==> src/rtl/win_scanner.sv <==
// win_scanner: sequential K-in-a-row detector for an N x N board.
// Walks one candidate window per clock (rows, columns, down diagonals,
// up diagonals) and stops at the first window fully owned by A or B.
// Optional feature macro: WIN_SCAN_DRAW_EN (full-board draw on a no-hit scan).
module win_scanner #(
  parameter int N = 3,
  parameter int K = 3,
  localparam int L  = N - K + 1,
  localparam int W  = 2 * N * L + 2 * L * L,
  localparam int IW = ($clog2(W) < 1) ? 1 : $clog2(W)
) (
  input  logic          clk,
  input  logic          reset,
  input  logic          start,
  input  logic [N*N-1:0] ain,
  input  logic [N*N-1:0] bin,
  output logic          busy,
  output logic          done,
  output logic          win_a,
  output logic          win_b,
  output logic [IW-1:0] win_idx,
  output logic          draw
);

  localparam int NN = N * N;
  localparam int WP = 1 << IW;
  localparam logic [NN-1:0] ONE = NN'(1);

  typedef enum logic [1:0] {S_IDLE, S_SCAN, S_DONE} state_t;

  // Cell mask of window j; indices past W-1 are never visited and stay empty.
  function automatic logic [NN-1:0] win_mask(input int j);
    logic [NN-1:0] m;
    m = '0;
    for (int r = 0; r < N; r++)
      for (int s = 0; s < L; s++)
        if (r * L + s == j)
          for (int i = 0; i < K; i++) m = m | (ONE << (NN - 1 - (r * N + s + i)));
    for (int c = 0; c < N; c++)
      for (int s = 0; s < L; s++)
        if (N * L + c * L + s == j)
          for (int i = 0; i < K; i++) m = m | (ONE << (NN - 1 - ((s + i) * N + c)));
    for (int r = 0; r < L; r++)
      for (int c = 0; c < L; c++)
        if (2 * N * L + r * L + c == j)
          for (int i = 0; i < K; i++) m = m | (ONE << (NN - 1 - ((r + i) * N + c + i)));
    for (int r = K - 1; r < N; r++)
      for (int c = 0; c < L; c++)
        if (2 * N * L + L * L + (r - K + 1) * L + c == j)
          for (int i = 0; i < K; i++) m = m | (ONE << (NN - 1 - ((r - i) * N + c + i)));
    return m;
  endfunction

  // Constant window table, padded to a power of two so idx never indexes past it.
  logic [NN-1:0] masks [WP];
  for (genvar j = 0; j < WP; j++) begin : g_mask
    assign masks[j] = win_mask(j);
  end

  state_t        state_q, state_d;
  logic [NN-1:0] a_q, a_d, b_q, b_d;
  logic [IW-1:0] idx_q, idx_d;
  logic          busy_q, busy_d, done_q, done_d;
  logic          win_a_q, win_a_d, win_b_q, win_b_d;
  logic [IW-1:0] win_idx_q, win_idx_d;
  logic          draw_q, draw_d;

  logic [NN-1:0] cur_mask;
  logic          hit_a, hit_b, last_win, full_board;

  // Test the current window against the latched board.
  always_comb begin
    cur_mask = masks[idx_q];
    hit_a    = ((a_q & cur_mask) == cur_mask);
    hit_b    = ((b_q & cur_mask) == cur_mask);
    last_win = (idx_q == IW'(W - 1));
  end

`ifdef WIN_SCAN_DRAW_EN
  assign full_board = &(a_q | b_q);
`else
  assign full_board = 1'b0;
`endif

  // Next-state: accept in IDLE/DONE, one window per cycle in SCAN.
  always_comb begin
    state_d   = state_q;
    a_d       = a_q;
    b_d       = b_q;
    idx_d     = idx_q;
    busy_d    = busy_q;
    done_d    = 1'b0;
    win_a_d   = win_a_q;
    win_b_d   = win_b_q;
    win_idx_d = win_idx_q;
    draw_d    = draw_q;
    case (state_q)
      S_SCAN: begin
        if (hit_a || hit_b) begin
          win_a_d   = hit_a;
          win_b_d   = hit_b;
          win_idx_d = idx_q;
          busy_d    = 1'b0;
          done_d    = 1'b1;
          state_d   = S_DONE;
        end else if (last_win) begin
          draw_d    = full_board;
          busy_d    = 1'b0;
          done_d    = 1'b1;
          state_d   = S_DONE;
        end else begin
          idx_d     = idx_q + IW'(1);
        end
      end
      default: begin
        if (start) begin
          a_d       = ain;
          b_d       = bin;
          win_a_d   = 1'b0;
          win_b_d   = 1'b0;
          win_idx_d = '0;
          draw_d    = 1'b0;
          idx_d     = '0;
          busy_d    = 1'b1;
          state_d   = S_SCAN;
        end else begin
          state_d   = S_IDLE;
        end
      end
    endcase
  end

  // State and result registers; reset discards any scan in flight.
  always_ff @(posedge clk or posedge reset) begin
    if (reset) begin
      state_q   <= S_IDLE;
      a_q       <= '0;
      b_q       <= '0;
      idx_q     <= '0;
      busy_q    <= 1'b0;
      done_q    <= 1'b0;
      win_a_q   <= 1'b0;
      win_b_q   <= 1'b0;
      win_idx_q <= '0;
      draw_q    <= 1'b0;
    end else begin
      state_q   <= state_d;
      a_q       <= a_d;
      b_q       <= b_d;
      idx_q     <= idx_d;
      busy_q    <= busy_d;
      done_q    <= done_d;
      win_a_q   <= win_a_d;
      win_b_q   <= win_b_d;
      win_idx_q <= win_idx_d;
      draw_q    <= draw_d;
    end
  end

  assign busy    = busy_q;
  assign done    = done_q;
  assign win_a   = win_a_q;
  assign win_b   = win_b_q;
  assign win_idx = win_idx_q;
  assign draw    = draw_q;

endmodule
==> config.mk <==
export PLATFORM = sky130hd
export DESIGN_NAME = win_scanner
export DESIGN_NICKNAME = d
export VERILOG_FILES = /design/src/rtl/win_scanner.sv
export SDC_FILE = /design/constraint.sdc
export NUM_CORES = 1
export LEC_CHECK = 0
export CORE_MARGIN = 3
export CORE_UTILIZATION = 55
export CTS_BUF_LIST = sky130_fd_sc_hd__clkbuf_4
export CTS_CLUSTER_SIZE = 8
export DETAILED_ROUTE_END_ITERATION = 12
export PLACE_DENSITY = 0.89
export SLEW_MARGIN = 20
export SYNTH_ARGS = -nofsm -noshare
export SYNTH_HDL_FRONTEND = slang
export SYNTH_SLANG_ARGS = --single-unit
==> constraint.sdc <==
create_clock -name clk -period 4.54 [get_ports clk]
set_clock_uncertainty 0.15 [all_clocks]
set_input_delay 0.681 -clock clk [delete_from_list [all_inputs] [get_ports clk]]
set_output_delay 0.681 -clock clk [all_outputs]
set_load 0.1 [all_outputs]
Word-level counts from Yosys, hierarchy flattened

Memories as Yosys holds them, arrays and structs flattened.
Index checks and enable logic that the tools add are counted.

Register bits: 31
ROM bits: 72
Input bits: 21
Word-level logic and storage cells: 59
Memories kept: 1

Add/sub/neg operators: 1
Order comparisons: 1
Eq/ne operators: 9
Muxes and demuxes: 26
Bitwise gates (word level): 4
Reductions and logical operators: 7

Memory list:

| name             | words | bits a word | read ports | clocked after memory_dff | wr ports | line | source |
|---|---|---|---|---|---|---|---|
| (name not given) | 8     | 9           | 1          | 0                        | 0        | 73   | `cur_mask = masks[idx_q];` |

Operators with widths:

| cell                | count |
|---|---|
| $and 9x9->9         | 2 |
| $eq 9x9->1          | 2 |
| $mux 3              | 6 |
| $mux 9              | 2 |
| $mux 1              | 15 |
| $ne 2x2->1 const B  | 4 |
| $mux 2              | 3 |
| $reduce_and 2->1    | 3 |
| $reduce_and 3->1    | 2 |
| $ge 4x4->1 const B  | 1 |
| $not 3->4           | 1 |
| $add 3x1->3 const B | 1 |
| $eq 3x3->1 const B  | 1 |
| $ne 3x3->1 const B  | 1 |
| $eq 2x1->1 const B  | 1 |
| $reduce_bool 2->1   | 1 |
| $logic_or 1x1->1    | 1 |
| $not 1->1           | 1 |

Logic depth before layout (Yosys ltp)

Gate-level depths: netlist of the first run.

Word-level depth: 9
Depth in mapped cells: 8
Gate-level depth less buffers: 7

Worst setup path before layout of the first run

No wires, ideal clock.

Kind: register -> register
Start: register idx_q[0]
End: register idx_q[1]
Setup time: 0.125 ns
Arrival time: 2.461 ns
Data required time: 4.265 ns
Slack: 1.804 ns
Stages on the path, launching flop included: 9
Buffers on the path: 1
Clock period less this slack: 2.736 ns
Cell sequence: dfrtp_1 > inv_1 > ha_1 > and2b_1 > o32a_1 > and4_4 > or4_1 > buf_2 > mux2_4

Word-level cells in the longest chain between the ends: 9
Elaborated cells on any way between the ends: 17

Ends and longest elaborated chain:

| element                                   | line   | source |
|---|---|---|
| start, declared                           | 62     | `logic [IW-1:0] idx_q, idx_d;` |
| start signal, assigned                    | 150    | `idx_q <= idx_d;` |
| $not 3->4 (implied by the code)           | 73     |  |
| $mem_v2 8x9                               | n/a    |  |
| $mux 9 (implied by the code) (2 in a row) | 73     |  |
| $and 9x9->9 (on tied branches)            | 74, 75 |  |
| $eq 9x9->1 (on tied branches)             | 74, 75 |  |
| $logic_or 1x1->1                          | 99     | `if (hit_a \|\| hit_b) begin` |
| $ne 2x2->1 (no source line)               | n/a    |  |
| $reduce_and 3->1 (no source line)         | n/a    |  |

Parallel ways exist; a longest one is shown, timed or not. The select of a mux whose other input is x is not followed.
A chain may end at the register's enable or synchronous reset.

Worst setup path after layout of the first run

Same ends and word-level chain as after synthesis.

==> results.toml, run 1 <==
[drt]
routed_wl_um = 2760
route.detailed.drc = 0
via_per_inst = 5.60
drt_iter0_drc = 30
num_vias = 1020
antenna_left = 0
wire_per_inst_um = 15.2
dr.pass1.iters = 4

[clock_tree]
clk_latency_ps = 330
h-tree-depth = 2
clock-sinks = 30
cts_setup_buffers = 0
cts_buffer_depth = 2
root_buffer = "clkbuf_4"
cts_tree = "built"
clk_pin_slew_worst_paths_ps = 90
cts_resized = 0
cts_hold_buf = 0
cts-buffers-inserted = 5

[setup_path]
cp.required_ps = 4610
crit_start = "idx_q[0]"
end_kind = "flip-flop"
r2r-start = "idx_q[0]"
crit_type = "reg -> reg"
startpoint_type = "flip-flop"
worst-path-max-fanout = 9
crit_arrival_ps = 3010
r2r_cells = 7

[final_layout]
final_nets = 179
postLayoutCellArea_um2 = 1830
utilization_pct = 72.4
stdcell_count = 182
syn_to_final_growth_pct = 22.3
drive_gt1_share_pct = 22.4
diodes = 0

[placed_design]
place_congestion = 0.909
dpl-instance-area_um2 = 1770
io_buffers = 27
dp_hpwl_um = 2080
place_inst = 175

[yosys]
synth_edf_count = 0
synth_ff_type = "dfrtp_1"
netlist_top_cells_count = "dfrtp_1 (30), mux2_2 (21), inv_1 (9), nand2_1 (8), ha_1 (6)"
synthArstFlopShare_pct = 100
synth_top_cell_by_area = "dfrtp_1"
avgSynthCellArea_um2 = 12.1
yosysMostFrequentCell = "dfrtp_1"
synth_top_cells_by_area = "dfrtp_1 (50%), mux2_2 (16%), ha_1 (5.0%)"
syn_nets = 150
yosysTopAreaCellShare_pct = 50.3
ys_seq_area_share_pct = 50.3
ys_warn_count = 0
ys_seq_elements = 30
synthCells = 123
synth.distinct_cells = 33
syn_area_um2 = 1490

[timing]
min_period_ps = 2950
finalSetupViolCount = 0
hold_violations = 0
fin_hold_ws_ps = 364
fmax_mhz = 340
tightestPinTransition_ps = 978
grt_setup_unrepaired = "false"
finalCritPeriodShare_pct = 64.9
max_slew_margin_pct = 34.6
slew_viol_final = 0
fin_setup_tns_ps = 0

[global_routing]
grt-ovfl-total = 0
grt_pass1_wl_um = 4730
grt_antenna_before_repair = 0
grt_pass1_vias = 1028
grt_max_degree = 31
grt_use_total_pct = 18.8

[power_and_ir_drop]
irDropWorstVdd_uv = 471
p_per_area_nw_per_um2 = 745
p_leak_uw = 0.000830

[outcome]
outcome = "completed"

[die]
core_um2 = 2520
pin_count = 29
die_y_um = 58.1
start_util_pct = 59.2
die_area_um2 = 3380
rows = 18
die_w_um = 58.1

[worst_hold_path]
min-delay-start = "b_q[0]"
min_path_type = "reg -> reg"
hold_depth = 1

[run]
drv_cap = 0
[cells by family (layout without fill, tap and decap cells)]
logic type,after synthesis,after routing,share of synthesized area [%]
multiplexers,28,28,21.2
flip-flops,30,30,50.3
AO/OA/AOI/OAI,18,18,9.89
other,1,1,0.251
adder cells (fa/ha/maj),6,6,5.03
AND/OR/NAND/NOR,26,26,9.22
buffers and inverters,14,43,4.11
[layout by cell type, fill, tap and decap left out]
| master | instances |
|---|---|
| mux2_4 | 2 |
| or4_1 | 1 |
| mux2_2 | 21 |
| o32a_1 | 1 |
| o21ai_1 | 1 |
| inv_1 | 8 |
| mux2i_1 | 5 |
| nand4_1 | 1 |
| dfrtp_1 | 30 |
| nand2b_1 | 4 |
| clkdlybuf4s50_1 | 27 |
| a211oi_1 | 1 |
| a21boi_0 | 1 |
| a221oi_1 | 1 |
| o21ai_0 | 1 |
| a21oi_1 | 3 |
| a211o_1 | 1 |
| and2b_1 | 1 |
| inv_2 | 1 |
| nand2_1 | 8 |
| a222oi_1 | 1 |
| a2111o_1 | 1 |
| o31a_1 | 2 |
| nor2_1 | 5 |
| a2111oi_2 | 1 |
| clkbuf_4 | 7 |
| ha_1 | 6 |
| nor2b_1 | 5 |
| conb_1 | 1 |
| o221ai_1 | 1 |
| a31o_2 | 1 |
| o2111ai_1 | 1 |
| and4_4 | 1 |
[where the power goes]
part / internal, µW / total, µW / switching, µW
Clock: 70.2 / 155 / 84.7
Combinational: 321 / 729 / 408
Sequential: 390 / 475 / 85.1
[sequential cells by signal (all words and copies together) (netlist names)]
signal,flops
done,1
win_idx,3
busy,1
win_a,1
state_q,2
b_q,9
win_b,1
idx_q,3
a_q,9
[layer usage]
| layer | vias to the layer above | track usage (%) | share of wire (%) |
|---|---|---|---|
| li1 | 487 | - | - |
| met1 | 500 | 23.2 | 42 |
| met2 | 28 | 31.3 | 51 |
| met3 | 5 | 6.68 | 6.1 |
| met4 | 0 | 4.97 | 1.1 |
| met5 | - | 0 | 0 |
[per-stage QoR]
| step | worst slack, ps | power (µW) |
|---|---|---|
| floorplan | 1800 | 1050 |
| global placement | 1710 | 1180 |
| detailed placement | 1610 | 1210 |
| CTS | 1610 | 1370 |
| global route | 1430 | 1450 |
| finish | 1590 | 1360 |
[layout make-up]
type                            instances  area [µm²]
Sequential cell                        30         751
Clock buffer                            7        52.6
Timing Repair Buffer                   27         270
Tap cell                               30        37.5
Fill cell                             183         697
Multi-Input combinational cell         79         681
Inverter                                9        33.8
[final timing paths]
kind | slack [ps] | to
worst min register to register | 360 | b_q[0]
worst min-delay path | 360 | b_q[0]
max in group asynchronous | 3260 | done
worst max-delay path | 1590 | idx_q[1]
min in group asynchronous | 580 | b_q[2]
worst max register to register | 1590 | idx_q[1]
[critical path: stages, from the launching register on]
cell,delay (ps)
dfrtp_1,500
inv_1,130
ha_1,390
nor2_1,70
a2111o_1,360
a2111oi_2,610
or4_1,310
mux2_4,310
(Power assumes the default switching activity.)
==> run 2: changes to the inputs <==
--- a/config.mk
+++ b/config.mk
@@ -6,11 +6,11 @@
 export NUM_CORES = 1
 export LEC_CHECK = 0
 export CORE_MARGIN = 3
-export CORE_UTILIZATION = 55
+export CORE_UTILIZATION = 48
 export CTS_BUF_LIST = sky130_fd_sc_hd__clkbuf_4
 export CTS_CLUSTER_SIZE = 8
 export DETAILED_ROUTE_END_ITERATION = 12
-export PLACE_DENSITY = 0.89
+export PLACE_DENSITY = 0.83
 export SLEW_MARGIN = 20
 export SYNTH_ARGS = -nofsm -noshare
 export SYNTH_HDL_FRONTEND = slang
==> constraint.sdc (replaced) <==
create_clock -name clk -period 2.68 [get_ports clk]
set_clock_uncertainty 0.15 [all_clocks]
set_input_delay 0.402 -clock clk [delete_from_list [all_inputs] [get_ports clk]]
set_output_delay 0.402 -clock clk [all_outputs]
set_load 0.1 [all_outputs]
==> run 2 against run 1 <==
Against the previous run: power up 79%; critical endpoint is now idx_q[2]; final cell count up 6.0%; hold slack got worse by 65 ps; design area grew 3.8%; sequential power rose by 65%; wire length is 9.4% higher.
==> results.toml, run 2 (synthesized netlist as in run 1, its figures left out) <==
[drt]
antenna_left = 0
route.detailed.drc = 0
dr.pass1.iters = 4
num_vias = 1036
drt_iter0_drc = 29
wire_per_inst_um = 15.7
via_per_inst = 5.37
routed_wl_um = 3020

[placed_design]
place_inst = 184
io_buffers = 27
place_congestion = 0.916
dpl-instance-area_um2 = 1830
dp_hpwl_um = 2280

[final_layout]
largestRegisters = "a_q: 9 flops, b_q: 9 flops"
nFillCells = 213
final_common_cell = "dfrtp_1"
utilization_pct = 66.4
final_nets = 188
mostFrequentLayoutCells = "dfrtp_1 (29), mux2_2 (21), clkdlybuf4s50_1 (20)"
multi_input_comb_area_um2 = 697
seq_area_um2 = 752
diodes = 0
stdcell_count = 193
syn_to_final_growth_pct = 27.0
postLayoutCellArea_um2 = 1900
drive_gt1_share_pct = 33.3

[die]
start_util_pct = 52.3
core_um2 = 2850
pin_count = 29
die_y_um = 61.8
rows = 19
die_w_um = 61.8
die_area_um2 = 3810

[setup_path]
crit_arrival_ps = 2650
slowest_delay_ps = 550
end_kind = "flip-flop"
crit_type = "reg -> reg"
worstPathCellList = "inv_2 > ha_4 > and2b_1 > o32a_1 > and4_4 > or4_4 > mux2_4"
path_delay_family = "simple AND/OR/NAND/NOR gates"
crit_slowest_cell = "or4_4"
startpoint_type = "flip-flop"
cp.required_ps = 2750
worst-path-max-fanout = 5
path_buf_inv = 1

[global_routing]
grt_max_degree = 31
grt-ovfl-total = 0
grt_use_total_pct = 18.5
grt_antenna_before_repair = 0
grt_pass1_wl_um = 4910
grt_pass1_vias = 1080

[clock_tree]
root_buffer = "clkbuf_4"
cts_buffer_depth = 2
cts_tree = "built"
cts-buffers-inserted = 5
clk_pin_slew_worst_paths_ps = 100
clk_latency_ps = 340
cts_hold_buf = 0
clock-sinks = 30
h-tree-depth = 2

[power_and_ir_drop]
irDropWorstVdd_uv = 745
p_per_area_nw_per_um2 = 1280
p_leak_uw = 0.000887

[timing]
grt_setup_unrepaired = "false"
hold_violations = 0
slew_viol_final = 0
fmax_mhz = 388
finalSetupViolCount = 0
min_period_ps = 2580
finalCritPeriodShare_pct = 96.2

[worst_hold_path]
min_path_type = "in -> async"

[outcome]
outcome = "completed"

[run]
drv_cap = 0
run 2: layout make-up:
| cell class | count | area share (%) |
|---|---|---|
| sequential | 30 | 39.7 |
| tap | 31 | 2.05 |
| multi-input combinational | 79 | 36.8 |
| inverter | 9 | 1.78 |
| clock buffer | 6 | 2.38 |
| clock inverter | 2 | 0.462 |
| timing repair buffer | 36 | 16.9 |
run 2: power breakdown:
part	internal, µW	switching (µW)
registers	662	120
logic	641	753
clock network	108	151
run 2: worst paths after layout:
kind | from | endpoint | slack (ps) | cells past startpoint
min in group clk | b_q[7] | b_q[7] | 360 | 1
max in group asynchronous | reset | idx_q[0] | 1790 | 3
hold reg to reg | b_q[7] | b_q[7] | 360 | 1
hold / removal | reset | win_idx[1] | 300 | 3
setup reg to reg | idx_q[0] | idx_q[2] | 100 | 7
setup / recovery | idx_q[0] | idx_q[2] | 100 | 7
run 2: per-layer routing:
metal  track usage (%)  up-vias  share of wire, %
li1                  -      511                 -
met1              20.8      498                42
met2              31.8       21                52
met3              6.20        6               3.9
met4              8.18        0               1.9
met5                 0        -                 0
run 2: timing repair:
| action | in CTS | in global routing |
|---|---|---|
| pin swaps | 0 | 1 |
| buffers inserted | 0 | 1 |
| endpoints found under the hold margin | 0 | 0 |
| resized for setup | 1 | 2 |
| setup endpoints to repair | 2 | 3 |
run 2: worst reg2reg max path: stages (launching register included):
cell and delay [ps]:
dfrtp_2 420, inv_2 100, ha_4 230, and2b_1 150, o32a_1 350, and4_4 190, or4_4 560, mux2_4 310
run 2: through the flow:
stage	hold WS (ps)	setup TNS, ps	total power, µW	setup slack, ps
finish	298	0	2440	101
global route	324	0	2600	34.2
CTS	304	0	2430	45.6
detailed placement	344	-13.3	2140	-7.35
global placement	329	0	2080	68.3
floorplan	320	0	1800	42.2
